--- src/rtl/csel_adder_pipe.sv ---
// rtl/csel_adder_pipe.sv - pipelined carry-select adder, one BLOCK-bit slice per stage, valid/ready stream handshake
// Optional signed-overflow output is enabled with the CSEL_OVF_EN macro.
module csel_adder_pipe #(
    parameter int WIDTH = 16,
    parameter int BLOCK = 4,
    localparam int NSTG = WIDTH / BLOCK,
    localparam int OCCW = $clog2(NSTG + 1)
) (
    input  logic             clk,
    input  logic             rst_n,
    input  logic             in_valid,
    output logic             in_ready,
    input  logic [WIDTH-1:0] a,
    input  logic [WIDTH-1:0] b,
    input  logic             cin,
    output logic             out_valid,
    input  logic             out_ready,
    output logic [WIDTH-1:0] sum,
    output logic             cout,
    output logic [OCCW-1:0]  occ
`ifdef CSEL_OVF_EN
    ,
    output logic             ovf
`endif
);

    // Stage k output registers. aw_q rotates right by BLOCK per stage, with the
    // fresh sum slice entering at the top, so after NSTG stages it is the full sum.
    logic             vld_q [NSTG];
    logic             cy_q  [NSTG];
    logic [WIDTH-1:0] aw_q  [NSTG];
    logic [WIDTH-1:0] bw_q  [NSTG];
`ifdef CSEL_OVF_EN
    logic             sa_q  [NSTG];
    logic             sb_q  [NSTG];
`endif

    // Stage inputs and the two candidate slice sums
    logic [WIDTH-1:0] st_a  [NSTG];
    logic [WIDTH-1:0] st_b  [NSTG];
    logic             st_c  [NSTG];
    logic             st_v  [NSTG];
    logic [BLOCK:0]   s0    [NSTG];
    logic [BLOCK:0]   s1    [NSTG];
    logic [BLOCK:0]   sel   [NSTG];

    logic             adv;
    logic             acc;
    logic             lve;
    logic [OCCW-1:0]  occ_q;

    function automatic logic [BLOCK:0] ripple(input logic [BLOCK-1:0] x,
                                              input logic [BLOCK-1:0] y,
                                              input logic             ci);
        logic [BLOCK:0] r;
        logic           c;
        c = ci;
        for (int i = 0; i < BLOCK; i++) begin
            r[i] = x[i] ^ y[i] ^ c;
            c    = (x[i] & y[i]) | (c & (x[i] ^ y[i]));
        end
        r[BLOCK] = c;
        return r;
    endfunction

    assign adv       = !out_valid || out_ready;
    assign in_ready  = adv;
    assign acc       = in_valid && adv;
    assign lve       = out_valid && out_ready;

    assign out_valid = vld_q[NSTG-1];
    assign sum       = aw_q[NSTG-1];
    assign cout      = cy_q[NSTG-1];
    assign occ       = occ_q;

    always_comb begin
        st_a[0] = a;
        st_b[0] = b;
        st_c[0] = cin;
        st_v[0] = in_valid;
        for (int k = 1; k < NSTG; k++) begin
            st_a[k] = aw_q[k-1];
            st_b[k] = bw_q[k-1];
            st_c[k] = cy_q[k-1];
            st_v[k] = vld_q[k-1];
        end
        // Both carry hypotheses are always computed; the incoming carry only picks one
        for (int k = 0; k < NSTG; k++) begin
            s0[k]  = ripple(st_a[k][BLOCK-1:0], st_b[k][BLOCK-1:0], 1'b0);
            s1[k]  = ripple(st_a[k][BLOCK-1:0], st_b[k][BLOCK-1:0], 1'b1);
            sel[k] = st_c[k] ? s1[k] : s0[k];
        end
    end

    // Data only loads with a valid beat, so bubbles leave the last result on sum
    always_ff @(posedge clk or negedge rst_n) begin
        if (!rst_n) begin
            for (int k = 0; k < NSTG; k++) begin
                vld_q[k] <= 1'b0;
                cy_q[k]  <= 1'b0;
                aw_q[k]  <= '0;
                bw_q[k]  <= '0;
            end
        end else if (adv) begin
            for (int k = 0; k < NSTG; k++) begin
                vld_q[k] <= st_v[k];
                if (st_v[k]) begin
                    cy_q[k] <= sel[k][BLOCK];
                    aw_q[k] <= (st_a[k] >> BLOCK) |
                               (WIDTH'(sel[k][BLOCK-1:0]) << (WIDTH - BLOCK));
                    bw_q[k] <= st_b[k] >> BLOCK;
                end
            end
        end
    end

`ifdef CSEL_OVF_EN
    always_ff @(posedge clk or negedge rst_n) begin
        if (!rst_n) begin
            for (int k = 0; k < NSTG; k++) begin
                sa_q[k] <= 1'b0;
                sb_q[k] <= 1'b0;
            end
        end else if (adv) begin
            for (int k = 0; k < NSTG; k++) begin
                if (st_v[k]) begin
                    sa_q[k] <= (k == 0) ? a[WIDTH-1] : sa_q[(k == 0) ? 0 : k-1];
                    sb_q[k] <= (k == 0) ? b[WIDTH-1] : sb_q[(k == 0) ? 0 : k-1];
                end
            end
        end
    end

    // Derived from registered state only, so it holds and resets along with sum
    assign ovf = (sa_q[NSTG-1] == sb_q[NSTG-1]) && (sum[WIDTH-1] != sa_q[NSTG-1]);
`endif

    always_ff @(posedge clk or negedge rst_n) begin
        if (!rst_n) begin
            occ_q <= '0;
        end else if (acc && !lve && occ_q != OCCW'(NSTG)) begin
            occ_q <= occ_q + OCCW'(1);
        end else if (lve && !acc && occ_q != '0) begin
            occ_q <= occ_q - OCCW'(1);
        end
    end

endmodule

--- config.mk ---
export PLATFORM = sky130hd
export DESIGN_NAME = csel_adder_pipe
export DESIGN_NICKNAME = d
export VERILOG_FILES = /design/src/rtl/csel_adder_pipe.sv
export SDC_FILE = /design/constraint.sdc
export NUM_CORES = 1
export LEC_CHECK = 0
export CORE_MARGIN = 10
export CORE_UTILIZATION = 50
export CTS_CLUSTER_DIAMETER = 100
export DETAILED_ROUTE_END_ITERATION = 8
export PLACE_DENSITY_LB_ADDON = 0.05
export SYNTH_ARGS = -nofsm -noshare
export SYNTH_HDL_FRONTEND = slang
export SYNTH_SLANG_ARGS = --single-unit
--- constraint.sdc ---
create_clock -name clk -period 2.59 [get_ports clk]
set_clock_uncertainty 0.15 [all_clocks]
set_input_delay 0.518 -clock clk [delete_from_list [all_inputs] [get_ports clk]]
set_output_delay 0.518 -clock clk [all_outputs]
set_load 0.05 [all_outputs]
Yosys cells after proc, flatten, opt, wreduce, memory -nomap -nowiden
Cells that the tools add are included.
W data, S select, Z words.
{"block": "totals", "output_inout_bits": 22, "reg_bits": 99, "wordCells": 157}
{"block": "classes", "eq_ne": 1, "add_sub_neg": 2, "n_mux": 6, "reduce_logical": 16, "n_bitwise": 116}
{"operator": "$or A12 B16 Y16", "n": 4}
{"operator": "$and A1 B1 Y1", "n": 40}
{"operator": "$xor A1 B1 Y1", "n": 40}
{"operator": "$or A1 B1 Y1", "n": 28}
{"operator": "$mux W5", "n": 4}
{"operator": "$reduce_and A2 Y1", "n": 4}
{"operator": "$logic_and A1 B1 Y1", "n": 6}
{"operator": "$mux W3", "n": 2}
{"operator": "$not A1 Y1", "n": 4}
{"operator": "$add A3 B1 Y3 const B", "n": 1}
{"operator": "$logic_not A1 Y1", "n": 3}
{"operator": "$ne A3 B3 Y1 const B", "n": 1}
{"operator": "$reduce_bool A3 Y1", "n": 1}
{"operator": "$sub A3 B1 Y3 const B", "n": 1}
{"operator": "$reduce_bool A2 Y1", "n": 1}
{"operator": "$logic_or A1 B1 Y1", "n": 1}

Logic depth before layout (Yosys ltp)
Gate-level depths: netlist of the first run.
{"block": "depth", "depth_word": 10, "ltp_mapped": 10, "mapped_depth_nobuf": 10}

Worst setup path after synthesis of the first run
Ideal clock, no wire load.
{"block": "synth_path", "kind": "register to register", "startpoint": "register occ_q[0] (netlist: occ[0])", "endpoint": "register occ_q[2] (netlist: occ[2])", "slack_ns": 0.117, "arrival_ns": 2.229, "path_stages_with_launch": 7, "synth_period_minus_slack_ns": 2.473, "required_time_ns": 2.346, "cell_sequence": "dfrtp_1 -> nor3b_1 -> or2_2 -> fa_1 -> or2b_1 -> o311a_1 -> a211oi_1"}
{"block": "synth_between", "elab_chain_cells": 3, "word_cells_on_any_way": 9, "cone_classes": "add/sub (2); eq/ne (1); mux (2); reduce/logical (4)"}
{"item": "start, declared", "line_no": "50", "text": "logic [OCCW-1:0] occ_q;"}
{"item": "start signal, assigned", "line_no": "142", "text": "occ_q <= occ_q + OCCW'(1);"}
{"item": "start signal, assigned", "line_no": "144", "text": "occ_q <= occ_q - OCCW'(1);"}
{"item": "$sub A3 B1 Y3, or another cell as far along", "line_no": "144"}
{"item": "$mux W3, or another cell as far along", "line_no": "143", "text": "end else if (lve && !acc && occ_q != '0) begin"}
{"item": "$mux W3 / $reduce_bool A2 Y1 (equally long branches)"}
Several ways; a longest one is shown, not always the timed one. The select of a mux whose other input is x is not followed.
A chain may end at the register's enable or synchronous reset.

Worst setup path after layout of the first run
{"block": "layout_path", "startpoint": "input a[0]", "endpoint": "register aw_q[63] in the netlist's numbering"}
{"block": "layout_between", "elab_chain_cells": 9, "word_cells_on_any_way": 15, "cone_classes": "mux (1); bitwise (14)"}
{"item": "start, declared", "line_no": "13", "text": "input logic [WIDTH-1:0] a,"}
{"item": "$and A1 B1 Y1 / $xor A1 B1 Y1 (equally long branches)", "line_no": "60", "text": "c = (x[i] & y[i]) | (c & (x[i] ^ y[i]));"}
{"item": "$or A1 B1 Y1", "line_no": "60"}
{"item": "$and A1 B1 Y1", "line_no": "60"}
{"item": "$or A1 B1 Y1", "line_no": "60"}
{"item": "$and A1 B1 Y1", "line_no": "60"}
{"item": "$or A1 B1 Y1", "line_no": "60"}
{"item": "$xor A1 B1 Y1", "line_no": "59", "text": "r[i] = x[i] ^ y[i] ^ c;"}
{"item": "$mux W5 *", "line_no": "91", "text": "sel[k] = st_c[k] ? s1[k] : s0[k];"}
{"item": "$or A12 B16 Y16 *", "line_no": "109", "text": "aw_q[k] <= (st_a[k] >> BLOCK) |"}
{"item": "end signal, assigned by index", "line_no": "109"}
{"item": "end, declared", "line_no": "31", "text": "logic [WIDTH-1:0] aw_q [NSTG];"}
Mark *: on every way between the ends. The rest lies on a longest branch, timed or not.

==> impl_metrics.json, run 1 <==
{
  "status": "finished with violations",
  "violations": "hold timing",
  "synth-xor-area-share_pct": 0.974,
  "cp.required_ns": 2.74,
  "cp_data_arrival_time_ns": 2.59,
  "drc": 0,
  "multi_input_area_um2": 1660,
  "yosysTopAreaCell": "dfrtp_1",
  "ff2ff_path_depth": 8,
  "grt_usage_pct": 11.8,
  "syn_area_per_cell_um2": 14.2,
  "end_kind": "register",
  "dpl.hpwl_um": 5160,
  "h-tree-depth": 3,
  "die_area_um2": 13200,
  "ys_ff_latch": 99,
  "finalHoldViolCount": 3,
  "cp.depth": 9,
  "drt_iter0_markers": 62,
  "startpoint_type": "primary input",
  "placedCellCount": 471,
  "crit_chain": "clkdlybuf4s50_1 -> ha_1 -> nor2_1 -> a21oi_1 -> fa_2 -> fa_1 -> inv_1 -> fa_1 -> mux2i_1",
  "p_per_area_nw_per_um2": 1270,
  "io_pins": 59,
  "post_drt_wl_per_cell_um": 14.8,
  "initial_utilization_pct": 51.6,
  "synth_top_family_by_area": "multiplexers",
  "yosys_warnings": 0,
  "hp-class": "in2async",
  "synth_edf_count": 0,
  "port_buffers": 58,
  "numCtsBuffers": 9,
  "core_um2": 8720,
  "grt_pass1_wl_um": 12400,
  "p_leak_nw": 2.47,
  "fin_cells": 487,
  "final_area_um2": 5410,
  "routed_wl_um": 7220,
  "synth_compound_area_share_pct": 2.31,
  "cts_tree": "built",
  "grt_setup_unrepaired": "no",
  "drive_gt1_share_pct": 32.2,
  "syn_area_um2": 4500,
  "rows": 34,
  "peakVddDrop_mv": 0.536,
  "synthArstFlopShare_pct": 100,
  "die_w_um": 115,
  "ys_top_cells_by_area": "dfrtp_1 55%, mux2_2 19%, fa_1 5.8%",
  "synth-main-ff-cell": "dfrtp_1",
  "nFillCells": 680,
  "yosysUniqueCellTypes": 28,
  "yosysMostFrequentCell": "dfrtp_1",
  "vias": 2401,
  "antennaDiodeCount": 0,
  "period_share_pct": 94.3,
  "synthToLayoutAreaGrowth_pct": 20.3,
  "setup_ws_ns": 0.147,
  "worstPathMaxFanout": 2,
  "synthMuxAreaShare_pct": 23.2,
  "drt_pass1_iterations": 4,
  "cpMostUsedCell": "fa_1",
  "via_per_inst": 4.93,
  "grt-ovfl-total": 0,
  "critPathMaxStageDelay_ns": 0.42,
  "tightest_slew_ns": 0.585,
  "numClockSinks": 99,
  "cts.clk_slew.worst_paths_ns": 0.10,
  "fmax_mhz": 409,
  "synthSimpleGateAreaFrac_pct": 2.39,
  "crit_family": "adder cells",
  "die_h_um": 115,
  "grt_max_degree": 46,
  "ant_nets": 0,
  "final_nets": 432,
  "ys_seq_area_share_pct": 55.1,
  "post-place-ws_ns": -0.296,
  "cap_violations": 0,
  "period_minus_slack_ns": 2.44,
  "slew_headroom_pct": 61.0,
  "synth.top_cell.area_share_pct": 55.1,
  "path_buf_inv": 2,
  "regArea_um2": 2480,
  "cts-root-buf": "clkbuf_8",
  "setup_viol": 0,
  "final_max_slew_viol_count": 0,
  "yosys.area_share.adder_pct": 8.01,
  "post-route-util_pct": 62.0,
  "netlist_instances": 316,
  "postCtsSetupRepairBufs": 0,
  "crit_slowest_cell": "clkdlybuf4s50_1",
  "syn_nets": 374,
  "place_congestion": 0.747,
  "path_class": "in2reg",
  "hold_buffers": 0,
  "hold_slack_ns": -0.00430,
  "synth_top_cells_by_count": "99 x dfrtp_1, 75 x mux2_2, 39 x inv_1",
  "clock_path_buffers": 2,
  "grt_pass1_vias": 2587,
  "antenna_found_initial": 0,
  "placed_area_um2": 5170,
  "clkLatencyLatePin_ns": 0.37
}
-- cell families (layout without fill, tap and decap cells) --
family | count (synthesis) | in the layout
simple gates | 19 | 19
compound gates | 16 | 16
xor+xnor | 5 | 5
fa+ha+maj | 21 | 21
buf+inv | 65 | 128
flops | 99 | 99
mux | 91 | 91
-- layout by cell type, fill, tap and decap left out, types with 2 or more instances in the layout --
| master | count |
|---|---|
| a21oi_1 | 4 |
| a31oi_1 | 3 |
| buf_12 | 5 |
| buf_4 | 12 |
| bufinv_16 | 2 |
| clkbuf_8 | 11 |
| clkdlybuf4s50_1 | 56 |
| clkinvlp_4 | 2 |
| dfrtp_1 | 99 |
| fa_1 | 12 |
| ha_1 | 8 |
| inv_1 | 39 |
| mux2_2 | 75 |
| mux2_4 | 8 |
| mux2i_1 | 8 |
| nand2_1 | 4 |
| nand2_2 | 3 |
| nand2b_1 | 3 |
| nand3b_1 | 2 |
| nor2_1 | 2 |
| o21ai_0 | 5 |
| xor2_1 | 5 |
-- final timing paths --
| path | slack, ns | to | from |
|---|---|---|---|
| setup / recovery | 0.15 | aw_q[63] | a[0] |
| min in group clk | 0.35 | aw_q[17] | aw_q[37] |
| hold / removal | -0.004 | bw_q[58] | rst_n |
| hold reg to reg | 0.35 | aw_q[17] | aw_q[37] |
| setup reg to reg | 0.26 | aw_q[47] | aw_q[48] |
| max in group asynchronous | 1.64 | aw_q[52] | rst_n |
-- layout make-up --
class                      count  area share, %
sequential                    99           45.8
clock buffer                  11           2.80
tap                          108           2.50
inverter                      39           2.71
clock inverter                 5           1.55
multi-input combinational    152           30.7
timing repair buffer          73           13.9
-- sequential cells by signal, indices dropped and copies added, names as in the netlist --
| name | cells |
|---|---|
| aw_q | 48 |
| cy_q | 3 |
| out_valid | 1 |
| st_v | 3 |
| cout | 1 |
| bw_q | 24 |
| occ | 3 |
| sum | 16 |
-- repair_timing --
item                                    CTS  global route
endpoints found under the setup margin    0             1
hold endpoints to repair                  0             0
resized for setup                         0             1
-- routing by layer --
metal | GRT usage, % | routed length (um) | up-vias
li1 | - | - | 1151
met4 | 4.46 | 111 | 0
met5 | 0 | 0 | -
met2 | 19.2 | 3390 | 47
met3 | 4.43 | 438 | 9
met1 | 14.1 | 3280 | 1194
-- power breakdown --
part           switching, W  total [W]  internal, W
Combinational       0.00152    0.00303      0.00151
Clock              0.000536    0.00114     0.000600
Sequential         0.000420    0.00268      0.00226
Total               0.00247    0.00684      0.00437
-- worst register-to-register path: stages, from the launching register on --
cell,delay (ns)
dfrtp_1,0.41
ha_1,0.19
o21ai_0,0.21
fa_1,0.21
inv_1,0.05
fa_1,0.35
inv_1,0.10
fa_1,0.43
mux2i_1,0.15
-- through the flow --
step | TNS, ns | total power, W
4_1_cts | 0 | 0.00697
3_5_place_dp | -0.519 | 0.00579
6_report | 0 | 0.00684
2_1_floorplan | 0 | 0.00505
5_1_grt | 0 | 0.00736
3_3_place_gp | -0.390 | 0.00572
(Power assumes the default switching activity.)
==> run 2, diff against run 1 <==
Clock period 2.59 ns to 2.62 ns, I/O delays scaled along.
==> run 2 against run 1 <==
The flow now finishes without violations. First-iteration DRC count increased by 23%. Wire length is 1.2% higher. Sequential power about the same. Clock power decreased by 25%. Largest power group unchanged.
==> impl_metrics.json, run 2 (synthesized netlist as in run 1, its figures left out) <==
{
  "status": "finished, final reports clean",
  "final_nets": 434,
  "antenna_found_initial": 0,
  "grt-ovfl-total": 0,
  "antennaDiodeCount": 0,
  "cts-root-buf": "clkbuf_8",
  "min_to": "aw_q[17]",
  "via_per_inst": 4.89,
  "rows": 34,
  "die_h_um": 115,
  "drt_iter0_markers": 76,
  "cp.required_ns": 2.74,
  "peakVddDrop_mv": 0.441,
  "synthToLayoutAreaGrowth_pct": 19.5,
  "numCtsBuffers": 9,
  "timing.rr.end": "sum[15]",
  "path_class": "in2reg",
  "layout_commonest_cell": "dfrtp_1",
  "core_um2": 8720,
  "h-tree-depth": 3,
  "largest_reg_flops": 48,
  "grt_setup_unrepaired": "no",
  "cts.clk_slew.worst_paths_ns": 0.10,
  "clock_path_buffers": 2,
  "ant_nets": 0,
  "initial_utilization_pct": 51.6,
  "vias": 2392,
  "max_flop_register": "aw_q",
  "hp-class": "reg2reg",
  "dpl.hpwl_um": 5420,
  "die_area_um2": 13200,
  "period_share_pct": 95.0,
  "cts_tree": "built",
  "period_minus_slack_ns": 2.49,
  "die_w_um": 115,
  "layout_common_cells": "99 x dfrtp_1, 75 x mux2_2, 55 x clkdlybuf4s50_1, 39 x inv_1",
  "place_congestion": 0.769,
  "setup_viol": 0,
  "numClockSinks": 99,
  "post_drt_wl_per_cell_um": 15.0,
  "ff2ff_path_depth": 8,
  "final_max_slew_viol_count": 0,
  "post-place-ws_ns": -0.307,
  "setup_ws_ns": 0.130,
  "slew_headroom_pct": 65.8,
  "r2r-start": "aw_q[16]",
  "io_pins": 59,
  "grt_pass1_wl_um": 12700,
  "ff2ff_setup_slack_ns": 0.31,
  "cap_violations": 0,
  "port_buffers": 58,
  "grt_max_degree": 43,
  "cp_data_arrival_time_ns": 2.61,
  "grt_pass1_vias": 2656,
  "worstPathMaxFanout": 2,
  "hp-start": "aw_q[37]",
  "postCtsSetupRepairBufs": 0,
  "whs_path_depth": 1,
  "fmax_mhz": 402,
  "finalHoldViolCount": 0,
  "p_per_area_nw_per_um2": 1210,
  "p_leak_nw": 2.46,
  "drt_pass1_iterations": 4,
  "clkLatencyLatePin_ns": 0.35,
  "startpoint_type": "primary input",
  "end_kind": "register",
  "drive_gt1_share_pct": 32.0,
  "drc": 0,
  "grt_usage_pct": 11.9,
  "tightest_slew_ns": 0.512,
  "tns_ns": 0,
  "routed_wl_um": 7310
}
## run 2: cell count changes in the layout (fill, tap and decap cells not counted)
cell / change
buf_12: +1
bufinv_16: -2
clkbuf_1: +1
clkbuf_8: -2
clkdlybuf4s50_1: -1
clkinv_2: +2
clkinvlp_4: +1
dlygate4sd3_1: +1
dlymetal6s2s_1: +1
## run 2: metrics by stage
| step | hold WS (ns) | util, % | instances | power (W) | cell area, um2 |
|---|---|---|---|---|---|
| 4_1_cts | 0.358 | 61.6 | 489 | 0.00665 | 5370 |
| 3_3_place_gp | 0.331 | 59.5 | 472 | 0.00566 | 5190 |
| 5_1_grt | 0.372 | 61.6 | 489 | 0.00704 | 5370 |
| 2_1_floorplan | 0.0784 | - | 316 | 0.00500 | 4500 |
| 6_report | 0.351 | 61.6 | 489 | 0.00652 | 5370 |
| 3_5_place_dp | 0.340 | 59.5 | 472 | 0.00578 | 5190 |
## run 2: area by class of cell
class                           count  area, um2
Fill cell                         715       3350
Clock buffer                       10        128
Clock inverter                      6       41.3
Sequential cell                    99       2480
Timing Repair Buffer               75        783
Tap cell                          108        135
Multi-Input combinational cell    152       1660
Inverter                           39        146
## run 2: worst max path at each step
| stage | start | end | slack [ns] | depth (start not counted) |
|---|---|---|---|---|
| detailed placement | a[0] | aw_q[63] | -0.31 | 9 |
| CTS | a[0] | aw_q[63] | 0.07 | 9 |
| global route | b[0] | aw_q[63] | 0.008 | 9 |
| floorplan | occ[0] | occ[2] | 0.15 | 6 |
| finish | b[0] | aw_q[63] | 0.13 | 9 |
| global placement | a[0] | aw_q[63] | -0.25 | 9 |
## run 2: critical path, stage by stage
cell,delay [ns]
clkdlybuf4s50_1,0.42
ha_1,0.18
nor2_1,0.08
a21oi_1,0.06
fa_2,0.36
fa_1,0.36
inv_1,0.08
fa_1,0.41
mux2i_1,0.14
## run 2: power by group
| group | switching [W] | internal (W) |
|---|---|---|
| registers | 0.000415 | 0.00224 |
| logic | 0.00151 | 0.00150 |
| clock network | 0.000510 | 0.000346 |
| total | 0.00244 | 0.00409 |
## run 2: timing repair
action | 4_1_cts | 5_1_grt
endpoints found under the setup margin | 0 | 1
hold buffers | 1 | 0
gates resized for setup | 0 | 2
endpoints found under the hold margin | 36 | 0
## run 2: per-layer routing
layer / track usage [%] / wire length, um / share of wire, %
met1: 15.1 / 3460 / 47
met4: 4.87 / 104 / 1.4
met5: 0 / 0 / 0
met3: 3.33 / 325 / 4.4
met2: 18.8 / 3420 / 47
==> run 3, diff against run 2 <==
Settings changed: ABC_CLOCK_PERIOD_IN_PS from default to 2620.
==> results of run 3 <==
The final DEF is identical to that of run 2; final timing and power are the same.
==> RTL edit: new RTL, flow settings as in run 1 <==
Add a define of `CSEL_OVF_EN`.
--- a/src/rtl/csel_adder_pipe.sv
+++ b/src/rtl/csel_adder_pipe.sv
@@ -1,5 +1,7 @@
 // rtl/csel_adder_pipe.sv - pipelined carry-select adder, one BLOCK-bit slice per stage, valid/ready stream handshake
 // Optional signed-overflow output is enabled with the CSEL_OVF_EN macro.
+`define CSEL_OVF_EN
+
 module csel_adder_pipe #(
     parameter int WIDTH = 16,
     parameter int BLOCK = 4,
Formal check against the unedited RTL (old outputs only; new: ovf): equivalent (Yosys induction, for registers that start in step).
==> RTL edit against run 1 <==
The run now ends clean; wire length fell by 1.8%; register-to-register slack lost 50 ps; power is 4.5% lower; final area shrank 1.6%; clock power shrank 24%; sequential cell count increased by 2; setup slack got worse by 120 ps; first-iteration DRC count down 31%; synthesized area rose by 3.3%; sequential share of layout area up 1.7 points; critical endpoint unchanged; largest cell class unchanged.
==> RTL edit: results (changes against run 1) <==
Int Pwr: 4.05 mW (-7.2%)
maximum VDD drop: 0.476 mV (-11%)
# fillers: 780 (+15%)
post-synthesis compound-gate area fraction: 2.69% (+0.38 points)
worst path arrival time: 2690 ps (+100 ps)
Syn Area/Cell: 14.1 µm² (-1.1%)
main area contributors after synthesis: dfrtp_1, mux2_2, fa_1
routed len/inst: 14.3 µm (-3.4%)
met2 wire len: 3260 µm (-3.8%)
Seq/Total Area, Yosys: 54.4% (-0.67 points)
adder-cell share of the synthesized area: 7.76% (-0.25 points)
nets@finish: 437 (+1.2%)
Post-Synth XOR/XNOR Area: 0.943% (-0.031 points)
ratio of cells with drive above 1 in the final layout: 25.8% (-6.4 points)
worst slew pin tran: 537 ps (-47.2 ps)
status: finished, final reports clean
wl on met1: 3280 µm (-0.12%)
worst r2r src: aw_q[16]
clk_lat worst skew: 350 ps (-20 ps)
GR Util All Layers: 11.5% (-0.30 points)
largest net degree at the start of global routing: 50 (+8.7%)
post-layout util: 58.1% (-3.9 points)
Final Instance Count excl. Fillers: 495 (+1.6%)
vias in the first global route: 2433 (-6.0%)
top post-synthesis cells by count: dfrtp_1, mux2_2, inv_1, nand2_1, o21ai_0
Mapped Nets: 388 (+3.7%)
Pleak: 2.40 nW (-2.8%)
vias per cell: 4.77 (-3.3%)
Post-DP Area: 5140 µm² (-0.61%)
Min-Delay Path Class: flip-flop to flip-flop
Placer Congestion: 0.705 (-5.7%)
## RTL edit: worst paths after layout
kind                       endpoint  slack, ps  depth (start not counted)
max                        aw_q[63]         30                          9
min reg2reg                aw_q[60]        330                          2
min in group asynchronous    occ[0]        450                          2
max reg2reg                 sum[15]        210                          8
min                        aw_q[60]        330                          2
max in group asynchronous  bw_q[50]       1140                          3
## RTL edit: kinds of logic (layout without fill, tap and decap cells)
| family | after synthesis | after routing |
|---|---|---|
| flops | 101 | 101 |
| simple gates | 44 | 44 |
| xor+xnor | 5 | 5 |
| compound gates | 24 | 24 |
| buf+inv | 54 | 108 |
| fa+ha+maj | 21 | 21 |
| mux | 81 | 81 |
## RTL edit: worst reg2reg max path: cells and delay by family (launching register included)
kind	cells	cell delay (ps)
AO/OA/AOI/OAI	2	220
adder cells (fa/ha/maj)	4	1360
buffers and inverters	1	80
flip-flops	1	400
AND/OR/NAND/NOR	1	90
## RTL edit: power by group through the flow
stage | registers (mW) | logic (mW) | clock network [mW]
2_1_floorplan | 2.78 | 2.44 | 0
3_3_place_gp | 2.75 | 2.91 | 0
3_5_place_dp | 2.78 | 2.99 | 0
4_1_cts | 2.74 | 3.00 | 0.912
5_1_grt | 2.84 | 3.28 | 0.978
6_report | 2.73 | 2.94 | 0.872
## RTL edit: area by class of cell
class | count | share of cell area [%]
Sequential cell | 101 | 47.5
Timing Repair Buffer | 64 | 12.2
Clock inverter | 5 | 0.705
Clock buffer | 11 | 2.47
Inverter | 28 | 2.12
Multi-Input combinational cell | 175 | 32.4
Tap cell | 111 | 2.61
## RTL edit: per-layer routing
metal | vias to the layer above | global-route usage, %
li1 | 1172 | -
met5 | - | 0
met4 | 0 | 3.00
met3 | 5 | 4.98
met2 | 45 | 17.3
met1 | 1137 | 15.0
## RTL edit: timing repair
item / CTS / global route
endpoints found under the setup margin: 0 / 1
hold endpoints to repair: 24 / 0
resized for setup: 0 / 2
hold buffers: 1 / 0
